**src/rtl/branch_predictor_pkg.sv**
```systemverilog
// ---------------------------------------------------------------------------
// bp_pkg
// Shared constants for the branch predictor:
//   SNT/WNT/WT/ST  - 2-bit saturating counter states (strong/weak, NT/T)
//   CNT_RESET      - counter state every table entry returns to on reset
//   PC_STEP        - byte distance to the sequential next instruction
// ---------------------------------------------------------------------------
package bp_pkg;

    localparam logic [1:0] SNT = 2'b00;
    localparam logic [1:0] WNT = 2'b01;
    localparam logic [1:0] WT  = 2'b10;
    localparam logic [1:0] ST  = 2'b11;

    localparam logic [1:0] CNT_RESET = WNT;

    localparam int PC_STEP = 4;

endpackage : bp_pkg

```
**src/rtl/sat_counter2.sv**
```systemverilog
// ---------------------------------------------------------------------------
// sat_counter2
// Combinational next-state function of a 2-bit saturating direction counter.
// Ports:
//   state      in  2 : current counter value
//   taken      in  1 : resolved branch outcome
//   next_state out 2 : counter value after training with `taken`
// ---------------------------------------------------------------------------
module sat_counter2
    import bp_pkg::*;
(
    input  logic [1:0] state,
    input  logic       taken,
    output logic [1:0] next_state
);

    always_comb begin
        next_state = state;
        if (taken) begin
            if (state != ST) begin
                next_state = state + 2'd1;
            end
        end else begin
            if (state != SNT) begin
                next_state = state - 2'd1;
            end
        end
    end

endmodule : sat_counter2

```
**src/rtl/branch_predictor.sv**
```systemverilog
// ---------------------------------------------------------------------------
// branch_predictor
// Direct-mapped table of 2-bit direction counters plus a branch target
// buffer. Lookups return a registered prediction one cycle after the
// request; training comes from the resolved branch. Two saturating
// performance counters track accepted lookups and mispredicts.
// Ports:
//   clk, rst                  : clock (rising edge), async active-high reset
//   req_valid, req_pc         : lookup request
//   pred_valid/taken/target   : registered prediction (taken/target hold
//                               while no request is pending)
//   upd_valid, upd_pc,
//   upd_taken, upd_target,
//   upd_mispredict            : training from the branch comparator
//   lookup_cnt, mispredict_cnt: saturating performance counters
// ---------------------------------------------------------------------------
module branch_predictor
    import bp_pkg::*;
#(
    parameter int PC_W    = 10,
    parameter int ENTRIES = 16,
    parameter int IDX_W   = $clog2(ENTRIES),
    parameter int CNT_W   = 16
) (
    input  logic             clk,
    input  logic             rst,
    input  logic             req_valid,
    input  logic [PC_W-1:0]  req_pc,
    output logic             pred_valid,
    output logic             pred_taken,
    output logic [PC_W-1:0]  pred_target,
    input  logic             upd_valid,
    input  logic [PC_W-1:0]  upd_pc,
    input  logic             upd_taken,
    input  logic [PC_W-1:0]  upd_target,
    input  logic             upd_mispredict,
    output logic [CNT_W-1:0] lookup_cnt,
    output logic [CNT_W-1:0] mispredict_cnt
);

    localparam int TAG_W = PC_W - IDX_W - 2;

    // Per-entry state, gathered from the generate blocks below so that
    // each entry has exactly one driver.
    logic [1:0]       ctr_q       [ENTRIES];
    logic             btb_valid_q [ENTRIES];
    logic [TAG_W-1:0] tag_q       [ENTRIES];
    logic [PC_W-1:0]  target_q    [ENTRIES];

    logic [IDX_W-1:0] req_idx;
    logic [TAG_W-1:0] req_tag;
    logic [IDX_W-1:0] upd_idx;
    logic [TAG_W-1:0] upd_tag;
    logic             lookup_hit;
    logic             lookup_taken;
    logic [PC_W-1:0]  lookup_target;
    logic [1:0]       upd_ctr_cur;
    logic [1:0]       upd_ctr_next;

    // The two low PC bits are byte offsets within an instruction word.
    logic unused_pc_bits;
    assign unused_pc_bits = ^{req_pc[1:0], upd_pc[1:0]};

    assign req_idx = req_pc[IDX_W+1:2];
    assign req_tag = req_pc[PC_W-1:IDX_W+2];
    assign upd_idx = upd_pc[IDX_W+1:2];
    assign upd_tag = upd_pc[PC_W-1:IDX_W+2];

    // Lookup reads the table state as it stands before this edge, so a
    // same-cycle update to the same entry is not visible (no bypass).
    assign lookup_hit    = btb_valid_q[req_idx] && (tag_q[req_idx] == req_tag);
    assign lookup_taken  = lookup_hit && ctr_q[req_idx][1];
    assign lookup_target = lookup_taken ? target_q[req_idx]
                                        : req_pc + PC_W'(PC_STEP);

    // Training always starts from the entry's current counter, even when
    // the tag belongs to an aliasing branch.
    assign upd_ctr_cur = ctr_q[upd_idx];

    sat_counter2 u_sat_counter2 (
        .state      (upd_ctr_cur),
        .taken      (upd_taken),
        .next_state (upd_ctr_next)
    );

    generate
        for (genvar gi = 0; gi < ENTRIES; gi++) begin : g_entry
            logic [1:0]       ctr_reg;
            logic             btb_valid_reg;
            logic [TAG_W-1:0] tag_reg;
            logic [PC_W-1:0]  target_reg;
            logic             wr_en;

            assign wr_en = upd_valid && (upd_idx == IDX_W'(gi));

            always_ff @(posedge clk or posedge rst) begin
                if (rst) begin
                    ctr_reg       <= CNT_RESET;
                    btb_valid_reg <= 1'b0;
                    tag_reg       <= '0;
                    target_reg    <= '0;
                end else if (wr_en) begin
                    ctr_reg <= upd_ctr_next;
                    // Only taken branches own a target worth remembering.
                    if (upd_taken) begin
                        btb_valid_reg <= 1'b1;
                        tag_reg       <= upd_tag;
                        target_reg    <= upd_target;
                    end
                end
            end

            assign ctr_q[gi]       = ctr_reg;
            assign btb_valid_q[gi] = btb_valid_reg;
            assign tag_q[gi]       = tag_reg;
            assign target_q[gi]    = target_reg;
        end
    endgenerate

    logic             pred_valid_reg;
    logic             pred_taken_reg;
    logic [PC_W-1:0]  pred_target_reg;
    logic [CNT_W-1:0] lookup_cnt_reg;
    logic [CNT_W-1:0] mispredict_cnt_reg;

    always_ff @(posedge clk or posedge rst) begin
        if (rst) begin
            pred_valid_reg  <= 1'b0;
            pred_taken_reg  <= 1'b0;
            pred_target_reg <= '0;
        end else begin
            pred_valid_reg <= req_valid;
            if (req_valid) begin
                pred_taken_reg  <= lookup_taken;
                pred_target_reg <= lookup_target;
            end
        end
    end

    always_ff @(posedge clk or posedge rst) begin
        if (rst) begin
            lookup_cnt_reg     <= '0;
            mispredict_cnt_reg <= '0;
        end else begin
            if (req_valid && (lookup_cnt_reg != {CNT_W{1'b1}})) begin
                lookup_cnt_reg <= lookup_cnt_reg + CNT_W'(1);
            end
            if (upd_valid && upd_mispredict &&
                (mispredict_cnt_reg != {CNT_W{1'b1}})) begin
                mispredict_cnt_reg <= mispredict_cnt_reg + CNT_W'(1);
            end
        end
    end

    assign pred_valid     = pred_valid_reg;
    assign pred_taken     = pred_taken_reg;
    assign pred_target    = pred_target_reg;
    assign lookup_cnt     = lookup_cnt_reg;
    assign mispredict_cnt = mispredict_cnt_reg;

endmodule : branch_predictor

```
**config.mk**
```make
export PLATFORM = sky130hd
export DESIGN_NAME = branch_predictor
export DESIGN_NICKNAME = d
export VERILOG_FILES = /design/src/rtl/branch_predictor_pkg.sv /design/src/rtl/sat_counter2.sv /design/src/rtl/branch_predictor.sv
export SDC_FILE = /design/constraint.sdc
export NUM_CORES = 1
export LEC_CHECK = 0
export CAP_MARGIN = 10
export CORE_MARGIN = 1.5
export CORE_UTILIZATION = 50
export CTS_CLUSTER_DIAMETER = 60
export DETAILED_ROUTE_END_ITERATION = 10
export PLACE_DENSITY_LB_ADDON = 0.15
export SYNTH_ARGS = -nofsm -noshare
export SYNTH_HDL_FRONTEND = slang
export SYNTH_HIERARCHICAL = 1
export SYNTH_SLANG_ARGS = --single-unit
```
**constraint.sdc**
```tcl
create_clock -name clk -period 16.6 [get_ports clk]
set_input_delay 4.98 -clock clk [delete_from_list [all_inputs] [get_ports clk]]
set_output_delay 4.98 -clock clk [all_outputs]
set_load 0.01 [all_outputs]
```
; ---- Word level (Yosys, flattened, before mapping)
; Cells that the tools add are included.
[totals]
register_bits = 316
in_bits = 36
out_inout_bits = 44
word_cells = 155
[classes]
add_sub_neg = 5
order_cmp = 2
n_eq_ne = 19
mux = 19
bitwise = 2
reduce_logical = 39
[ops]
columns = operator, n
row1 = $bmux W10 S4, 1
row2 = $add A16 B1 Y16 const B, 2
row3 = $eq A4 B4 Y1 const B, 8
row4 = $ne A16 B16 Y1 const B, 2
row5 = $reduce_and A2 Y1, 16
row6 = $mux W10, 3
row7 = $logic_and A1 B1 Y1, 21
row8 = $bmux W2 S4, 2
row9 = $bmux W4 S4, 1
row10 = $eq A4 B3 Y1 const B, 4
row11 = $mux W2, 7
row12 = $add A10 B3 Y10 const B, 1
row13 = $ge A5 B5 Y1 const B, 2
row14 = $not A4 Y5, 2
row15 = $eq A4 B2 Y1 const B, 2
row16 = $mux W4, 2
row17 = $bmux W1 S4, 1
row18 = $eq A4 B1 Y1 const B, 1
row19 = $eq A4 B4 Y1, 1
row20 = $logic_not A4 Y1, 1
row21 = $add A2 B1 Y2 const B, 1
row22 = $mux W1, 2
row23 = $ne A2 B2 Y1 const B, 1
row24 = $reduce_bool A2 Y1, 1
row25 = $sub A2 B1 Y2 const B, 1

; ---- Depth between registers and ports, before layout
; Gate-level depths: netlist of the first run.
[depth]
depth_word = 8
ltp_mapped = 11
mapped_depth_nobuf = 7

; ---- Cells and area by module
; Netlist of the first run, hierarchy kept.
[by_module_without_submodules]
columns = mod, n_inst, cells_each, area_each_um2, seq_area_each_um2
row1 = branch_predictor, 1, 995, 14637.8, 7927.6
row2 = sat_counter2, 1, 3, 26.3, 0.0

; ---- Worst setup path before layout of the first run
; Ideal clock, no wire load.
[synth_path]
kind = input port to flip-flop
startpoint = input port upd_pc[2]
endpoint = register g_entry[10].ctr_reg[1]
arrival_ps = 7289
t_required_ps = 16475
path_slack_ps = 9186
path_stages = 7
n_path_buf = 3
cell_sequence = clkbuf_1 > buf_2 > mux4_2 > mux4_2 > maj3_2 > buf_1 > mux2_2
[synth_via]
elab_chain_len = 7
[synth_lines]
columns = element, line
row1 = from (decl), branch_predictor.sv:33  ; input logic [PC_W-1:0] upd_pc,
row2 = $not A4 Y5 (implied by the code) *, branch_predictor.sv:78  ; assign upd_ctr_cur = ctr_q[upd_idx];
row3 = $bmux W2 S4 *, branch_predictor.sv:78
row4 = $mux W2 (implied by the code) * (2 in a row), branch_predictor.sv:78
row5 = named net upd_ctr_cur[1], branch_predictor.sv:57  ; logic [1:0] upd_ctr_cur;
row6 = $sub A2 B1 Y2 (tied with other cells), sat_counter2.sv:25  ; next_state = state - 2'd1;
row7 = $mux W2 (on tied branches), "sat_counter2.sv:24, sat_counter2.sv:20"
row8 = $mux W2 *, sat_counter2.sv:19  ; if (taken) begin
row9 = named net upd_ctr_next[1], branch_predictor.sv:58  ; logic [1:0] upd_ctr_next;
row10 = to (signal assigned), branch_predictor.sv:103  ; ctr_reg <= upd_ctr_next;
row11 = to (decl), branch_predictor.sv:88  ; logic [1:0] ctr_reg;
; Mark *: on every way through the listed nets, which the timed path passes. The rest lies on a longest branch. The select of a mux whose other input is x is not followed.
; A chain may end at the register's enable or synchronous reset.

; ---- Worst setup path after layout of the first run
[layout_path]
startpoint = input port req_pc[3]
endpoint = register pred_target_reg[9] (netlist: pred_target[9])
[layout_via]
elab_chain_len = 8
[layout_lines]
columns = element, line
row1 = from (decl), branch_predictor.sv:28  ; input logic [PC_W-1:0] req_pc,
row2 = $not A4 Y5 (implied by the code), "branch_predictor.sv:71, branch_predictor.sv:72, branch_predictor.sv:73"
row3 = $bmux W4 S4, branch_predictor.sv:71  ; assign lookup_hit = btb_valid_q[req_idx] && (tag_q[req_idx] == req_tag);
row4 = $mux W4 (implied by the code) (2 in a row), branch_predictor.sv:71
row5 = $eq A4 B4 Y1, branch_predictor.sv:71
row6 = $logic_and A1 B1 Y1, branch_predictor.sv:71
row7 = $logic_and A1 B1 Y1, branch_predictor.sv:72  ; assign lookup_taken = lookup_hit && ctr_q[req_idx][1];
row8 = $mux W10 *, branch_predictor.sv:73  ; assign lookup_target = lookup_taken ? target_q[req_idx]
row9 = to (signal assigned), branch_predictor.sv:135  ; pred_target_reg <= lookup_target;
row10 = to (decl), branch_predictor.sv:122  ; logic [PC_W-1:0] pred_target_reg;
; Mark *: on every way between the ends. The rest lies on a longest branch, timed or not. The select of a mux whose other input is x is not followed.

==> results.yml, run 1 <==
cts:
  clk_pin_slew_worst_paths_ps: 50
  holdBufCountCts: 0
  cts_made_buffers: 37
  clk_latency_ps: 520
  cts_setup_buffers: 0
  clk_root_buffer_cell: "clkbuf_16"
  htreeDepth: 2
  cts_resized: 0
  cts.sinks: 316
  cts.path.max_buffers: 3
  tritoncts: "done"
place:
  gp_congestion: 0.770
  io_buffers: 77
  dpl.hpwl_um: 20000
floorplanning:
  die_w_um: 174
  start_util: 0.510
  std_cell_rows: 62
  die_area_um2: 30400
  core-area_um2: 28800
  pin_count: 80
  die_y_um: 174
power_and_ir_drop:
  peakVddDrop_uv: 85.9
  power.static_leakage_uw: 0.00745
  total_power_uw: 2290
  power_density_nw_per_um2: 135
detailed_routing:
  via_per_inst: 5.82
  first_pass_iters: 5
  drt_wl_total_um: 33700
  drtAntennaViolNets: 0
  drtIter0Drc: 516
  vias: 8569
  drc: 0
  wl_per_cell_um: 22.9
synth:
  synth_common_cells: "dfrtp_1 (300), mux2_2 (259), mux4_2 (74)"
  ys_warn_count: 6
  syn_nets: 1037
  synth-edff-count: 0
  synth_top_area_cell: "dfrtp_1"
  yosys-top-cells-area: "dfrtp_1 (51%), mux2_2 (20%), mux4_2 (11%)"
  synth_seq_area_share: 0.541
  ys.flop_type: "dfrtp_1"
  synth_area_per_cell_um2: 14.7
  syn_area_um2: 14700
  postSynthCellCount: 998
  yosysUniqueCellTypes: 51
  async_reset_ff_frac: 1.00
  synth.most_common_cell: "dfrtp_1"
  ys_ff_latch: 316
  synth_top_area_share: 0.512
sta:
  hold_violations: 0
  final-setup-viol-count: 0
  period_needed_ps: 7910
  min_period_over_period: 0.476
  rsz0062_at_grt: "no"
  skew_ps: 19.3
  relSlewSlack: 0.178
  fin_setup_tns_ps: 0
  max_freq_mhz: 126
  worst_pin_slew_ps: 1230
  maxSlewViolCount: 0
global_route:
  grt_max_degree: 113
  antenna_found_initial: 0
  overflow: 0
  grt_first_pass_wirelength_um: 53700
  grt_pass1_vias: 9092
  grtUsageTotal: 0.232
worst_setup_path:
  start_kind: "input port"
  crit_arrival_ps: 8310
  critical_path_class: "in2reg"
  regToRegSetupSlack_ps: 14060
  path_max_fanout: 38
  timing.rr.start: "g_entry[11].tag_reg[3]$_DFFE_PP0P_"
  crit_start: "req_pc[3]"
  worstPathRequired_ps: 17010
  cp-end-kind: "flip-flop"
layout:
  largest_register_ffs: 160
  areaGrowthSynthToFinish_pct: 16.0
  nFillCells: 2254
  final_layout_size_suffix_gt1_frac: 0.398
  finalNetCount: 1099
  diodes: 0
flow_run:
  max_cap_violations: 0
worst_hold_path:
  hold_start: "g_entry[11].btb_valid_reg$_DFFE_PP0P_"
  holdCritPathClass: "reg2reg"
status:
  status: "finished, final reports clean"
-- report_power, final --
part	leakage (µW)	switching, µW	total (µW)	internal, µW
Combinational	0.00283	157	404	246
Clock	0.000639	311	847	536
Sequential	0.00398	94.3	1040	943
Total	0.00745	562	2290	1730
-- kinds of logic (layout without fill, tap and decap cells) --
| family | Yosys count | after routing | synth area share |
|---|---|---|---|
| muxes | 355 | 355 | 0.331 |
| DFF | 316 | 316 | 0.541 |
| and+or+nand+nor | 161 | 161 | 0.0566 |
| buffers and inverters | 76 | 166 | 0.0235 |
| AOI/OAI and AO/OA | 47 | 47 | 0.0212 |
| xor gates and xnor gates | 38 | 38 | 0.0232 |
| adders and majority gates | 5 | 5 | 0.00410 |
-- through the flow --
step           hold slack (ps)  area, µm²  worst slack [ps]   util  cells
2_1_floorplan              425      14700              2900      -    998
3_3_place_gp               441      15700              8150  0.546   1405
3_5_place_dp               445      15700              8150  0.546   1405
4_1_cts                    459      17000              8700  0.591   1472
5_1_grt                    463      17000              8500  0.591   1472
6_report                   458      17000              8690  0.591   1472
-- per-layer routing --
metal	track usage	vias to the layer above	routed length, µm
met2	0.378	168	16300
li1	-	3814	-
met1	0.328	4529	15400
met3	0.0348	58	1270
met5	0	-	0
met4	0.0607	0	714
-- layout by cell type (no fill, tap or decap), types with 3 or more instances in the layout --
cell type,netlist,final
dfrtp_1,300,300
mux2_2,259,259
mux4_2,74,74
clkdlybuf4s50_1,0,74
nand2_1,38,38
clkbuf_16,0,38
nor2_1,36,36
xnor2_1,24,24
nand2b_1,19,19
mux2i_1,19,19
nand3_1,16,16
dfstp_2,16,16
buf_4,3,15
xor2_1,13,13
nand4_1,12,12
clkbuf_8,0,12
a21oi_1,10,10
inv_1,9,8
nor3_1,8,8
o21ai_0,8,8
clkbuf_1,41,8
a31oi_1,7,7
a22oi_1,6,6
nor4_1,4,4
and3_1,4,4
bufinv_16,0,4
nor3b_1,3,3
a211o_1,3,3
nand3b_1,3,3
mux4_1,3,3
ha_1,3,3
clkinv_2,0,3
-- worst max-delay path, cell delays in order --
cell and delay, ps:
buf_4 460, buf_4 630, mux4_1 650, mux4_2 570, xnor2_2 180, nand3_2 240
o31a_1 360, a22o_1 190
-- path summary, 6_finish.rpt --
| path | endpoint | cells past startpoint |
|---|---|---|
| hold reg to reg | g_entry[11].btb_valid_reg$_DFFE_PP0P_ | 1 |
| setup reg to reg | pred_target[9]$_DFFE_PP0P_ | 6 |
| hold / removal | g_entry[11].btb_valid_reg$_DFFE_PP0P_ | 1 |
| min in group asynchronous | lookup_cnt[3]$_DFFE_PP0P_ | 2 |
| max in group asynchronous | g_entry[3].target_reg[5]$_DFFE_PP0P_ | 4 |
| setup / recovery | pred_target[9]$_DFFE_PP0P_ | 8 |
-- final cells by class --
class                           count  area, µm²  area share
Inverter                            9       41.3     0.00243
Timing Repair Buffer               90        858      0.0505
Clock buffer                       58       1150      0.0674
Tap cell                          384        480      0.0283
Sequential cell                   316       7930       0.466
Multi-Input combinational cell    606       6390       0.376
Clock inverter                      9        159     0.00934
Power figures use the tool's default switching activity.
==> inputs of run 2 (changes only) <==
Clock period 16.6 ns to 6.85 ns, I/O delays scaled along.
==> results.yml, run 2 (synthesis results as in run 1) <==
place:
  dpl.hpwl_um: 19700
  io_buffers: 77
  gp_congestion: 0.752
global_route:
  met3_usage: 0.0335
  busiest_layer: "met2"
  grtUsageTotal: 0.233
  grt_max_degree: 147
  antenna_found_initial: 0
  grt_first_pass_wirelength_um: 53600
  grt_pass1_vias: 8945
  use_met1: 0.325
  overflow: 0
  grt_use_met2: 0.390
sta:
  hold_violations: 0
  max_freq_mhz: 209
  period_needed_ps: 4790
  skew_ps: 8.98
  final-setup-viol-count: 0
  rsz0062_at_grt: "no"
  maxSlewViolCount: 0
  relSlewSlack: 0.139
  min_period_over_period: 0.699
  worst_pin_slew_ps: 1290
  holdWs_ps: 465
  fin_setup_tns_ps: 0
layout:
  final_common_cell: "dfrtp_1"
  diodes: 0
  mostFrequentLayoutCells: "dfrtp_1 (300), mux2_2 (259), mux4_2 (74), clkdlybuf4s50_1 (74), nand2_1 (38)"
  areaGrowthSynthToFinish_pct: 15.3
  regArea_um2: 7930
  largest_register_ffs: 160
  multiInputGateArea_um2: 6390
  nFillCells: 2297
  finalNetCount: 1099
  final_layout_size_suffix_gt1_frac: 0.394
worst_setup_path:
  slowest_stage: "clkdlybuf4s50_1"
  r2r_end: "pred_target[5]$_DFFE_PP0P_"
  critical_path_class: "in2reg"
  max_stage_delay_ps: 1040
  crit_arrival_ps: 5180
  endpoint: "pred_target[5]$_DFFE_PP0P_"
  rr_worst_depth: 6
  crit_buf_inv: 2
  crit_family: "buffers and inverters"
  regToRegSetupSlack_ps: 4240
  crit_start: "req_pc[5]"
  critical_path_depth: 7
  path_max_fanout: 16
  worstPathRequired_ps: 7240
  start_kind: "input port"
  cp-end-kind: "flip-flop"
  path_cells: "clkdlybuf4s50_1 > buf_4 > mux4_2 > xnor2_2 > nand3_2 > o31a_1 > a22o_1"
  timing.rr.start: "g_entry[11].tag_reg[3]$_DFFE_PP0P_"
floorplanning:
  die_area_um2: 30400
  core-area_um2: 28800
  die_w_um: 174
  pin_count: 80
  die_y_um: 174
  start_util: 0.510
  std_cell_rows: 62
status:
  status: "finished, final reports clean"
cts:
  tritoncts: "done"
  clk_latency_ps: 500
  cts_resized: 0
  clk_root_buffer_cell: "clkbuf_16"
  cts_made_buffers: 36
  clk_pin_slew_worst_paths_ps: 60
  cts_setup_buffers: 0
  cts.sinks: 316
  htreeDepth: 2
  cts.path.max_buffers: 3
  holdBufCountCts: 0
power_and_ir_drop:
  clock_power_share: 0.352
  seq_power_share: 0.467
  total_power_uw: 5390
  p_int_uw: 4050
  p_comb_frac: 0.182
  p_sw_frac: 0.250
  p_switching_uw: 1350
  peakVddDrop_uv: 134
  power_density_nw_per_um2: 319
  power.static_leakage_uw: 0.00740
detailed_routing:
  drtIter0Drc: 629
  drtAntennaViolNets: 0
  first_pass_iters: 5
  drc: 0
  vias: 8632
  wl_per_cell_um: 23.2
  drt_wl_total_um: 34100
  via_per_inst: 5.88
flow_run:
  max_cap_violations: 0
worst_hold_path:
  holdCritPathClass: "reg2reg"
run 2: power by group through the flow:
stage          Sequential, µW  Clock, µW  Combinational, µW
4_1_cts                  2520       1930                992
3_3_place_gp             2530          0                964
6_report                 2520       1900                980
2_1_floorplan            2500          0                715
3_5_place_dp             2540          0                987
5_1_grt                  2570       2020               1070
run 2: worst reg2reg max path, delay by kind of cell (launching register included):
kind	cells	cell delay (ps)
xor+xnor	1	190
flops	1	370
compound gates	2	590
mux	2	1060
simple gates	1	300
run 2: layout make-up:
type / count / share of cell area
Clock buffer: 56 / 0.0643
Clock inverter: 6 / 0.00474
Inverter: 9 / 0.00222
Multi-Input combinational cell: 606 / 0.378
Sequential cell: 316 / 0.469
Tap cell: 384 / 0.0284
Timing Repair Buffer: 91 / 0.0534
run 2: stage by stage:
stage / cell area, µm² / setup WS, ps / std cells / utilization
detailed placement: 15700 / 1560 / 1406 / 0.547
finish: 16900 / 2060 / 1468 / 0.588
CTS: 16900 / 2100 / 1468 / 0.588
global placement: 15700 / 1590 / 1406 / 0.547
global route: 16900 / 1960 / 1468 / 0.588
floorplan: 14700 / 597 / 998 / -
run 2: metal layers:
metal,routed length [µm],vias up,part of all wire
met5,0,-,0
met4,566,0,0.017
met3,1050,42,0.031
met2,17200,144,0.50
met1,15300,4621,0.45
li1,-,3825,-
run 2: worst min-delay path by stage:
stage | from | end | slack [ps] | cells after the start
final | g_entry[12].btb_valid_reg$_DFFE_PP0P_ | g_entry[12].btb_valid_reg$_DFFE_PP0P_ | 460 | 1
after global routing | g_entry[8].btb_valid_reg$_DFFE_PP0P_ | g_entry[8].btb_valid_reg$_DFFE_PP0P_ | 480 | 1
after CTS | g_entry[12].btb_valid_reg$_DFFE_PP0P_ | g_entry[12].btb_valid_reg$_DFFE_PP0P_ | 460 | 1
after global placement | g_entry[2].btb_valid_reg$_DFFE_PP0P_ | g_entry[2].btb_valid_reg$_DFFE_PP0P_ | 440 | 1
after floorplan | g_entry[11].btb_valid_reg$_DFFE_PP0P_ | g_entry[11].btb_valid_reg$_DFFE_PP0P_ | 430 | 1
after detailed placement | g_entry[12].btb_valid_reg$_DFFE_PP0P_ | g_entry[12].btb_valid_reg$_DFFE_PP0P_ | 450 | 1
==> inputs of run 3 (changes only) <==
Clock period 6.85 ns to 4.5 ns, I/O delays scaled along.
==> results.yml, run 3 (synthesis results as in run 1) <==
detailed_routing:
  via_per_inst: 5.81
  drt_wl_total_um: 33600
  vias: 8667
  drtAntennaViolNets: 0
  drtIter0Drc: 566
  wl_per_cell_um: 22.5
  first_pass_iters: 5
  drc: 0
layout:
  final_common_cell: "dfrtp_1"
  mostFrequentLayoutCells: "dfrtp_1 (300), mux2_2 (259), mux4_2 (74), clkdlybuf4s50_1 (74), nand2_1 (38)"
  largest_register_ffs: 160
  final_layout_size_suffix_gt1_frac: 0.406
  nFillCells: 2321
  multiInputGateArea_um2: 6390
  diodes: 0
  finalNetCount: 1120
  areaGrowthSynthToFinish_pct: 16.7
  regArea_um2: 7930
place:
  dpl.hpwl_um: 20300
  io_buffers: 77
  gp_congestion: 0.743
sta:
  worst_pin_slew_ps: 696
  hold_violations: 0
  min_period_over_period: 0.794
  skew_ps: 12.3
  relSlewSlack: 0.534
  fin_setup_tns_ps: 0
  final-setup-viol-count: 0
  maxSlewViolCount: 0
  holdWs_ps: 461
  max_freq_mhz: 280
  rsz0062_at_grt: "no"
  period_needed_ps: 3570
worst_setup_path:
  path_max_fanout: 16
  critical_path_class: "in2reg"
  path_cells: "clkdlybuf4s50_1 > mux4_2 > mux4_2 > maj3_2 > mux2_2"
  start_kind: "input port"
  crit_top_cell: "mux4_2"
  cp-end-kind: "flip-flop"
  worstPathRequired_ps: 4890
  slowest_stage: "clkdlybuf4s50_1"
  crit_family: "multiplexers"
  crit_arrival_ps: 3960
  crit_buf_inv: 1
  max_stage_delay_ps: 870
cts:
  clk_root_buffer_cell: "clkbuf_16"
  tritoncts: "done"
  clk_latency_ps: 510
  clk_pin_slew_worst_paths_ps: 50
  cts_made_buffers: 36
  cts_resized: 0
  htreeDepth: 2
  cts.sinks: 316
  cts_setup_buffers: 0
  cts.path.max_buffers: 3
  holdBufCountCts: 0
global_route:
  grtUsageTotal: 0.233
  grt_max_degree: 105
  overflow: 0
  grt_first_pass_wirelength_um: 54200
  antenna_found_initial: 0
  grt_pass1_vias: 9201
floorplanning:
  die_w_um: 174
  die_y_um: 174
  pin_count: 80
  core-area_um2: 28800
  std_cell_rows: 62
  start_util: 0.510
  die_area_um2: 30400
flow_run:
  max_cap_violations: 0
power_and_ir_drop:
  peakVddDrop_uv: 239
  power_density_nw_per_um2: 481
  power.static_leakage_uw: 0.00751
worst_hold_path:
  holdCritPathClass: "reg2reg"
status:
  status: "finished, final reports clean"
-- run 3: power breakdown --
part | total, µW | switching [µW] | internal [µW]
combinational | 1500 | 578 | 922
sequential | 3830 | 354 | 3480
clock | 2890 | 1110 | 1790
-- run 3: worst paths after layout --
| path | cells after the start | slack, ps | from | endpoint |
|---|---|---|---|---|
| hold reg to reg | 1 | 460 | g_entry[13].btb_valid_reg$_DFFE_PP0P_ | g_entry[13].btb_valid_reg$_DFFE_PP0P_ |
| setup reg to reg | 6 | 1940 | g_entry[11].tag_reg[3]$_DFFE_PP0P_ | pred_target[5]$_DFFE_PP0P_ |
| setup / recovery | 5 | 930 | upd_pc[3] | g_entry[1].ctr_reg[1]$_DFFE_PP0P_ |
| hold / removal | 1 | 460 | g_entry[13].btb_valid_reg$_DFFE_PP0P_ | g_entry[13].btb_valid_reg$_DFFE_PP0P_ |
| min in group asynchronous | 2 | 1240 | rst | lookup_cnt[0]$_DFFE_PP0P_ |
| max in group asynchronous | 3 | 2220 | rst | g_entry[0].target_reg[5]$_DFFE_PP0P_ |
-- run 3: routing by layer --
metal	GRT usage	share of wire	vias to the layer above
li1	-	-	3848
met1	0.329	0.46	4606
met2	0.386	0.49	164
met3	0.0302	0.035	49
met4	0.0553	0.019	0
met5	0	0	-
-- run 3: area by class of cell --
type,instances,share of cell area
repair buffers,112,0.0635
clock buffers,58,0.0646
inverters,9,0.00219
multi-input cells,606,0.374
well taps,384,0.0281
clock inverters,6,0.00468
flip-flops and latches,316,0.463
-- run 3: worst reg2reg max path, cell delays in order (launching register included) --
cell,delay [ps]
dfrtp_1,370
mux4_1,510
mux4_2,550
xnor2_2,190
nand3_2,270
o31a_1,370
a22o_1,190
-- run 3: stage by stage --
step	util	worst slack (ps)	std cells	instance area [µm²]	power (µW)
after floorplan	-	-1050	998	14700	4890
after global placement	0.553	491	1427	15900	5330
after detailed placement	0.553	453	1427	15900	5390
after CTS	0.594	984	1491	17100	8310
after global routing	0.594	882	1491	17100	8630
final	0.594	929	1491	17100	8230
